[config.mk]
export PLATFORM = sky130hd
export DESIGN_NAME = fft_spi_frontend_flat
export DESIGN_NICKNAME = d
export VERILOG_FILES = /design/src/rtl/fft_spi_frontend_if.sv /design/src/rtl/fft_spi_frontend.sv /design/src/flat_wrapper.sv
export SDC_FILE = /design/constraint.sdc
export NUM_CORES = 1
export LEC_CHECK = 0
export ABC_AREA = 1
export ABC_CLOCK_PERIOD_IN_PS = 4900
export CORE_ASPECT_RATIO = 0.6
export CORE_MARGIN = 2
export CORE_UTILIZATION = 35
export CTS_BUF_LIST = sky130_fd_sc_hd__clkbuf_4 sky130_fd_sc_hd__clkbuf_8
export DETAILED_ROUTE_END_ITERATION = 16
export PLACE_DENSITY = 0.61
export SYNTH_ARGS = -nofsm -noshare
export SYNTH_HDL_FRONTEND = slang
export SYNTH_SLANG_ARGS = --single-unit
export TNS_END_PERCENT = 50
[constraint.sdc]
create_clock -name clk -period 4.9 [get_ports clk]
set_input_delay 1.47 -clock clk [delete_from_list [all_inputs] [get_ports clk]]
set_output_delay 1.47 -clock clk [all_outputs]
set_load 0.03 [all_outputs]
[src/rtl/fft_spi_frontend_if.sv]
`timescale 1ns/1ps
// Pins between the SPI front end, the MCU-side SPI wires and the FFT core's RAM ports.
// The master modport is the front end itself; slave is its environment.
interface fft_spi_frontend_if #(
    parameter int ADDR_W   = 6,
    parameter int SAMPLE_W = 16
);
    logic                sck;
    logic                sdi;
    logic                sdo;
    logic                wr_en;
    logic [ADDR_W-1:0]   wr_addr;
    logic [SAMPLE_W-1:0] wr_data;
    logic                start;
    logic                fft_done;
    logic [ADDR_W-1:0]   rd_addr;
    logic [SAMPLE_W-1:0] rd_data;
    logic                done;

    modport master (
        input  sck, sdi, fft_done, rd_data,
        output sdo, wr_en, wr_addr, wr_data, start, rd_addr, done
    );

    modport slave (
        output sck, sdi, fft_done, rd_data,
        input  sdo, wr_en, wr_addr, wr_data, start, rd_addr, done
    );
endinterface

[src/rtl/fft_spi_frontend.sv]
`timescale 1ns/1ps
// SPI slave front end for the FFT core: oversamples sck/sdi, writes each received sample into the
// core's input RAM, starts the core after a full frame and streams the previous results on sdo.
module fft_spi_frontend #(
    parameter int N_SAMPLES   = 64,
    parameter int SAMPLE_W    = 16,
    parameter int SYNC_STAGES = 2
) (
    input  logic               clk,
    input  logic               reset,
    fft_spi_frontend_if.master bus
);
    localparam int ADDR_W = $clog2(N_SAMPLES);
    localparam int BIT_W  = $clog2(SAMPLE_W);
    localparam int CNT_W  = ADDR_W + BIT_W;
    localparam logic [BIT_W-1:0]  LAST_BIT  = BIT_W'(SAMPLE_W - 1);
    localparam logic [ADDR_W-1:0] LAST_WORD = ADDR_W'(N_SAMPLES - 1);
    localparam logic [ADDR_W-1:0] ADDR_ONE  = ADDR_W'(1);
    localparam logic [CNT_W-1:0]  CNT_ONE   = CNT_W'(1);

    typedef enum logic [1:0] {
        ST_RX   = 2'd0,
        ST_WAIT = 2'd1,
        ST_FILL = 2'd2,
        ST_LOAD = 2'd3
    } state_t;

    state_t                 state_q;
    logic [SYNC_STAGES-1:0] sck_sync_q;
    logic [SYNC_STAGES-1:0] sdi_sync_q;
    logic                   sck_prev_q;
    logic [CNT_W-1:0]       bit_cnt_q;
    logic [SAMPLE_W-1:0]    rx_sr_q;
    logic [SAMPLE_W-1:0]    tx_sr_q;
    logic [SAMPLE_W-1:0]    wr_data_q;
    logic [ADDR_W-1:0]      wr_addr_q;
    logic [ADDR_W-1:0]      rd_addr_q;
    logic                   wr_en_q;
    logic                   start_q;
    logic                   start_arm_q;
    logic                   done_q;
    logic                   tx_valid_q;

    logic                   rise_d;
    logic                   fall_d;
    logic                   sdi_d;
    logic [ADDR_W-1:0]      word_idx_d;
    logic [BIT_W-1:0]       bit_idx_d;
    logic [SAMPLE_W-1:0]    rx_word_d;

    assign sdi_d      = sdi_sync_q[SYNC_STAGES-1];
    assign rise_d     = sck_sync_q[SYNC_STAGES-1] & ~sck_prev_q;
    assign fall_d     = ~sck_sync_q[SYNC_STAGES-1] & sck_prev_q;
    assign word_idx_d = bit_cnt_q[CNT_W-1:BIT_W];
    assign bit_idx_d  = bit_cnt_q[BIT_W-1:0];
    assign rx_word_d  = {rx_sr_q[SAMPLE_W-2:0], sdi_d};

    // sck and sdi use the same synchronizer depth so sdi_d is aligned with the detected rise
    always_ff @(posedge clk) begin
        if (reset) begin
            sck_sync_q <= '0;
            sdi_sync_q <= '0;
            sck_prev_q <= 1'b0;
        end else begin
            sck_sync_q <= {sck_sync_q[SYNC_STAGES-2:0], bus.sck};
            sdi_sync_q <= {sdi_sync_q[SYNC_STAGES-2:0], bus.sdi};
            sck_prev_q <= sck_sync_q[SYNC_STAGES-1];
        end
    end

    // Frame FSM: receive/transmit shifting, RAM write strobes, core handshake and result preload
    always_ff @(posedge clk) begin
        if (reset) begin
            state_q     <= ST_RX;
            bit_cnt_q   <= '0;
            rx_sr_q     <= '0;
            tx_sr_q     <= '0;
            wr_data_q   <= '0;
            wr_addr_q   <= '0;
            rd_addr_q   <= '0;
            wr_en_q     <= 1'b0;
            start_q     <= 1'b0;
            start_arm_q <= 1'b0;
            done_q      <= 1'b0;
            tx_valid_q  <= 1'b0;
        end else begin
            wr_en_q     <= 1'b0;
            start_q     <= start_arm_q;
            start_arm_q <= 1'b0;
            case (state_q)
                ST_RX: begin
                    if (rise_d) begin
                        rx_sr_q   <= rx_word_d;
                        bit_cnt_q <= bit_cnt_q + CNT_ONE;
                        rd_addr_q <= word_idx_d + ADDR_ONE;
                        done_q    <= 1'b0;
                        if (bit_idx_d == LAST_BIT) begin
                            wr_en_q   <= 1'b1;
                            wr_addr_q <= word_idx_d;
                            wr_data_q <= rx_word_d;
                            if (word_idx_d == LAST_WORD) begin
                                start_arm_q <= 1'b1;
                                state_q     <= ST_WAIT;
                            end
                        end
                    end else if (fall_d) begin
                        // The fall after a completed word brings in the next result, long since fetched
                        if (bit_idx_d == '0 && bit_cnt_q != '0) begin
                            tx_sr_q <= tx_valid_q ? bus.rd_data : '0;
                        end else begin
                            tx_sr_q <= {tx_sr_q[SAMPLE_W-2:0], 1'b0};
                        end
                    end
                end
                ST_WAIT: begin
                    if (bus.fft_done) begin
                        done_q     <= 1'b1;
                        tx_valid_q <= 1'b1;
                        rd_addr_q  <= '0;
                        bit_cnt_q  <= '0;
                        state_q    <= ST_FILL;
                    end
                end
                ST_FILL: begin
                    state_q <= ST_LOAD;
                end
                ST_LOAD: begin
                    tx_sr_q <= bus.rd_data;
                    state_q <= ST_RX;
                end
                default: begin
                    state_q <= ST_RX;
                end
            endcase
        end
    end

    assign bus.sdo     = tx_sr_q[SAMPLE_W-1];
    assign bus.wr_en   = wr_en_q;
    assign bus.wr_addr = wr_addr_q;
    assign bus.wr_data = wr_data_q;
    assign bus.start   = start_q;
    assign bus.rd_addr = rd_addr_q;
    assign bus.done    = done_q;
endmodule

[src/flat_wrapper.sv]
// flat-port wrapper written by rule: the top's interface ports become plain ports
module fft_spi_frontend_flat 
#(
    parameter int N_SAMPLES   = 64,
    parameter int SAMPLE_W    = 16,
    parameter int SYNC_STAGES = 2
)
  (clk, reset, bus_sck, bus_sdi, bus_fft_done, bus_rd_data, bus_sdo, bus_wr_en, bus_wr_addr, bus_wr_data, bus_start, bus_rd_addr, bus_done);
  fft_spi_frontend_if #(.SAMPLE_W(SAMPLE_W)) bus_i ();
  input  logic clk;
  input  logic reset;
  input wire logic [$bits(bus_i.sck)-1:0] bus_sck;
  input wire logic [$bits(bus_i.sdi)-1:0] bus_sdi;
  input wire logic [$bits(bus_i.fft_done)-1:0] bus_fft_done;
  input wire logic [$bits(bus_i.rd_data)-1:0] bus_rd_data;
  output wire logic [$bits(bus_i.sdo)-1:0] bus_sdo;
  output wire logic [$bits(bus_i.wr_en)-1:0] bus_wr_en;
  output wire logic [$bits(bus_i.wr_addr)-1:0] bus_wr_addr;
  output wire logic [$bits(bus_i.wr_data)-1:0] bus_wr_data;
  output wire logic [$bits(bus_i.start)-1:0] bus_start;
  output wire logic [$bits(bus_i.rd_addr)-1:0] bus_rd_addr;
  output wire logic [$bits(bus_i.done)-1:0] bus_done;
  assign bus_i.sck = bus_sck;
  assign bus_i.sdi = bus_sdi;
  assign bus_i.fft_done = bus_fft_done;
  assign bus_i.rd_data = bus_rd_data;
  assign bus_sdo = bus_i.sdo;
  assign bus_wr_en = bus_i.wr_en;
  assign bus_wr_addr = bus_i.wr_addr;
  assign bus_wr_data = bus_i.wr_data;
  assign bus_start = bus_i.start;
  assign bus_rd_addr = bus_i.rd_addr;
  assign bus_done = bus_i.done;
  fft_spi_frontend #(.N_SAMPLES(N_SAMPLES), .SAMPLE_W(SAMPLE_W), .SYNC_STAGES(SYNC_STAGES)) u_core (.clk(clk), .reset(reset), .bus(bus_i));
endmodule
**Word level (Yosys, flattened, before mapping)**

Cells that the tools add are included.

- Bits in registers: 81
- Input port bits: 21
- Output and inout port bits: 32
- Logic and storage cells: 70

- Add/subtract/negate cells: 2
- Equality and inequality tests: 11
- Multiplexer cells: 21
- Bitwise logic cells: 7
- Reduce and logical (&&, ||, !) cells: 14

Operators by type and width:

| cell | count |
|---|---|
| $mux W16 | 4 |
| $pmux W16 S2 | 1 |
| $mux W10 | 2 |
| $pmux W10 S2 | 1 |
| $mux W6 | 2 |
| $pmux W6 S2 | 1 |
| $add A10 B1 Y10 const B | 1 |
| $reduce_bool A10 Y1 | 1 |
| $reduce_and A3 Y1 | 3 |
| $mux W2 | 4 |
| $ne A2 B1 Y1 const B | 4 |
| $pmux W2 S4 | 1 |
| $add A6 B1 Y6 const B | 1 |
| $eq A6 B6 Y1 const B | 1 |
| $not A1 Y1 | 5 |
| $eq A2 B2 Y1 const B | 2 |
| $eq A4 B4 Y1 const B | 1 |
| $logic_not A4 Y1 | 1 |
| $mux W1 | 4 |
| $ne A2 B2 Y1 const B | 2 |
| $reduce_and A2 Y1 | 2 |
| $reduce_and A4 Y1 | 1 |
| $reduce_bool A2 Y1 | 2 |
| $reduce_or A4 Y1 | 1 |
| 6 further kinds | 7 |

**Logic depth before layout (Yosys ltp)**

- Depth after elaboration: 6
- Gate-level depth with buffers: 10
- Depth with buffers taken out: 10

**Least setup slack after synthesis**

Ideal clock, no wire load.

- Path type: in2reg
- Start point: input bus_fft_done
- End point: register u_core.rd_addr_q[4], in the netlist u_core.bus.rd_addr[4]
- Library setup time: 0.120 ns
- Arrival time: 2.059 ns
- Required time: 4.780 ns
- Setup slack: 2.721 ns
- Stages on the path: 6
- Path buffers: 0
- Cell sequence: nor2_1 -> inv_1 -> nand2_2 -> inv_2 -> o21ai_0 -> a21oi_1

- Cells in the longest elaborated chain, start to end: 2

Ends and longest elaborated chain:

| item | line | RTL |
|---|---|---|
| start, declared | flat_wrapper.sv:14 | `input wire logic [$bits(bus_i.fft_done)-1:0] bus_fft_done;` |
| $ne A2 B2 Y1 (no line) | - |  |
| $reduce_and A3 Y1 (no line) | - |  |
| end signal, assigned | fft_spi_frontend.sv:95 | `rd_addr_q <= word_idx_d + ADDR_ONE;` |
| end, declared | fft_spi_frontend.sv:37 | `logic [ADDR_W-1:0] rd_addr_q;` |

Every way passes these cells.
A chain may end at the register's enable or synchronous reset.

==> impl_metrics.toml <==
[grt]
antenna_found_initial = 0
grt_max_degree = 55
track_usage = 0.159
grt_pass1_wl_um = 12900
grt_pass1_vias = 2696
overflow = 0
grt_busiest_layer = "met1"
grtUsageMet1 = 0.232
grt_util_met3 = 0.0563
globalRouteMet2Util = 0.215

[sta]
rsz0062_at_grt = "false"
min_period_ns = 2.98
tns_ns = 0
fmax_mhz = 335
maxSlewHeadroom = 0.225
setup_ws_ns = 1.92
period_share = 0.609
worst_slew_pin_slew_ns = 1.16
fin_skew_ns = 0.0110
hold_violations = 0
holdWs_ns = 0.406
slew_violations = 0
setup_viol = 0

[cells_and_area]
final_nets = 528
multi_input_area_mm2 = 0.00141
drive_above_1_share = 0.0499
num-fill-cells = 940
diodes = 0
fin_util = 0.445
area_delta_synth_final_pct = 22.6
regArea_mm2 = 0.00162

[detailed_routing]
num_vias = 2935
routed_via_density = 4.65
drtPass1Iterations = 4
routed_wirelength_um = 7820
drc = 0
ant_nets = 0
first_iter_violations = 203
avgRoutedWirePerCell_um = 12.4

[worst_setup_path]
cpPeakStageDelay_ns = 0.58
end_kind = "register"
crit_arrival_ns = 3.28
startpoint_type = "input pin"
cp_top_family = "buffers and inverters"
crit_required_ns = 5.20
critPathSlowestCell = "inv_2"
crit_top_cell = "nor2_1"
critPathKind = "input pin to register"
crit_path_cell_trace = "clkdlybuf4s50_1, buf_4, inv_2, nand2_1, nor2_1, o21ai_0, nor2_1"
cp_num_buf_inv = 3
critPathMaxFanout = 54

[power]
swShare = 0.224
pwr-share-comb = 0.053
power_frac_clock = 0.378
internal_power_w = 0.000922
p_per_area_mw_per_mm2 = 288
p_leak_nw = 1.59
p_seq_frac = 0.569
vdd_drop_max_uv = 161
power_switching_w = 0.000266

[die]
die_h_um = 79.9
dieArea_mm2 = 0.0104
design.core.area_mm2 = 0.00926
initial_utilization = 0.363
io_pins = 53
rows = 27
die_w_um = 130

[cts]
post_cts_buffers = 0
postCtsHoldBufs = 0
cts_max_path_buffers = 2
clkSinkCount = 81
clkTransAtPathRegs_ns = 0.08
insertion_delay_ns = 0.36
htree_levels = 3
post_cts_resized = 0
cts_root_buf = "clkbuf_8"
numCtsBuffers = 9
cts_tree = "yes"

[place]
dp_slack_ns = 1.57
place.port_buffers = 52
dp_hpwl_um = 5310
place.gp.congestion = 0.848

[yosys]
async_reset_ff_frac = 0
synth_top_area_cell = "dfxtp_1"
yosys_warnings = 0
synth_top_area_frac = 0.483
synth-seq-cells = 81
seq_area_frac_synth = 0.483
postSynthAreaPerCell_um2 = 7.42
syn_inst = 453
synth_fp_nets = 483
synth.cell_area_mm2 = 0.00336
synth_edf_count = 0
synthTopCellsByArea = "dfxtp_1, a21oi_1, o21ai_0"
ys.flop_type = "dfxtp_1"
synth.distinct_cells = 25

[outcome]
status = "complete, no violations"

[flow_run]
maxCapViolCount = 0

[min_path]
min_path_type = "register to register"
[synthesized netlist by cell type, types with 2 or more instances]
| library cell | n |
|---|---|
| dfxtp_1 | 81 |
| ha_1 | 9 |
| nand2_2 | 3 |
| buf_4 | 2 |
| nand3_1 | 14 |
| o21bai_1 | 3 |
| inv_1 | 56 |
| buf_2 | 5 |
| a21oi_1 | 78 |
| o21ai_0 | 51 |
| nand2_1 | 67 |
| nor2_1 | 57 |
| nand4_1 | 4 |
| clkbuf_1 | 8 |
| inv_2 | 5 |
[cell families after synthesis]
group | after synthesis | synth area share
and+or+nand+nor | 150 | 0.184
AOI/OAI and AO/OA | 133 | 0.201
DFF | 81 | 0.483
buffers and inverters | 80 | 0.0991
adders and majority gates | 9 | 0.0335
[cell type report]
cell class | count | share of cell area
tap | 130 | 0.0395
clock buffer | 14 | 0.0422
multi-input combinational | 292 | 0.341
inverter | 61 | 0.0556
timing repair buffer | 53 | 0.128
sequential | 81 | 0.394
[placed cells by master, fill, tap and decap left out, types with 3 or more instances in the layout]
| cell type | count |
|---|---|
| clkbuf_8 | 11 |
| dfxtp_1 | 81 |
| o21bai_1 | 3 |
| clkbuf_4 | 3 |
| inv_2 | 5 |
| nand2_1 | 67 |
| nand4_1 | 4 |
| inv_1 | 56 |
| a21oi_1 | 78 |
| clkdlybuf4s50_1 | 52 |
| o21ai_0 | 51 |
| nand2_2 | 3 |
| nor2_1 | 57 |
| ha_1 | 9 |
| nand3_1 | 14 |
[per-layer routing]
| metal | vias to the layer above | routed length [um] |
|---|---|---|
| met5 | - | 0 |
| met4 | 0 | 65 |
| met3 | 6 | 623 |
| met2 | 90 | 2930 |
| met1 | 1290 | 4190 |
| li1 | 1549 | - |
[power by group through the flow]
| stage | registers, W | clock network (W) | logic [W] |
|---|---|---|---|
| 2_1_floorplan | 0.000692 | 0 | 0.0000342 |
| 6_report | 0.000676 | 0.000449 | 0.0000631 |
| 3_5_place_dp | 0.000691 | 0 | 0.0000627 |
| 3_3_place_gp | 0.000691 | 0 | 0.0000614 |
| 4_1_cts | 0.000676 | 0.000465 | 0.0000633 |
| 5_1_grt | 0.000678 | 0.000486 | 0.0000715 |
[registers in the layout (all words and copies together) (netlist names), 2 cells and up]
signal,count
u_core.rx_sr_q,15
u_core.bus.rd_addr,6
u_core.sdi_sync_q,2
u_core.sck_sync_q,2
u_core.bus.wr_addr,6
u_core.bus.wr_data,16
u_core.tx_sr_q,16
u_core.state_q,2
u_core.bit_cnt_q,10
[stage by stage]
step	cells	cell area [um2]	power [W]
after floorplan	453	3360	0.000726
after global placement	617	3950	0.000752
after detailed placement	617	3950	0.000754
after CTS	631	4120	0.00120
after global routing	631	4120	0.00123
final	631	4120	0.00119
[tightest hold or removal path, cell delays in order, from the launching register on]
cell,delay [ns]
dfxtp_1,0.30
inv_1,0.04
nor2_1,0.04
[path summary, 6_finish.rpt]
path / slack, ns / to / cells after the start / start
worst max-delay path: 1.92 / u_core.bit_cnt_q[6] / 7 / reset
worst min-delay path: 0.41 / u_core.bus.start / 2 / u_core.start_arm_q
worst max register to register: 2.39 / u_core.tx_sr_q[15] / 6 / u_core.state_q[0]
worst min register to register: 0.41 / u_core.bus.start / 2 / u_core.start_arm_q
(Power assumes the default switching activity.)
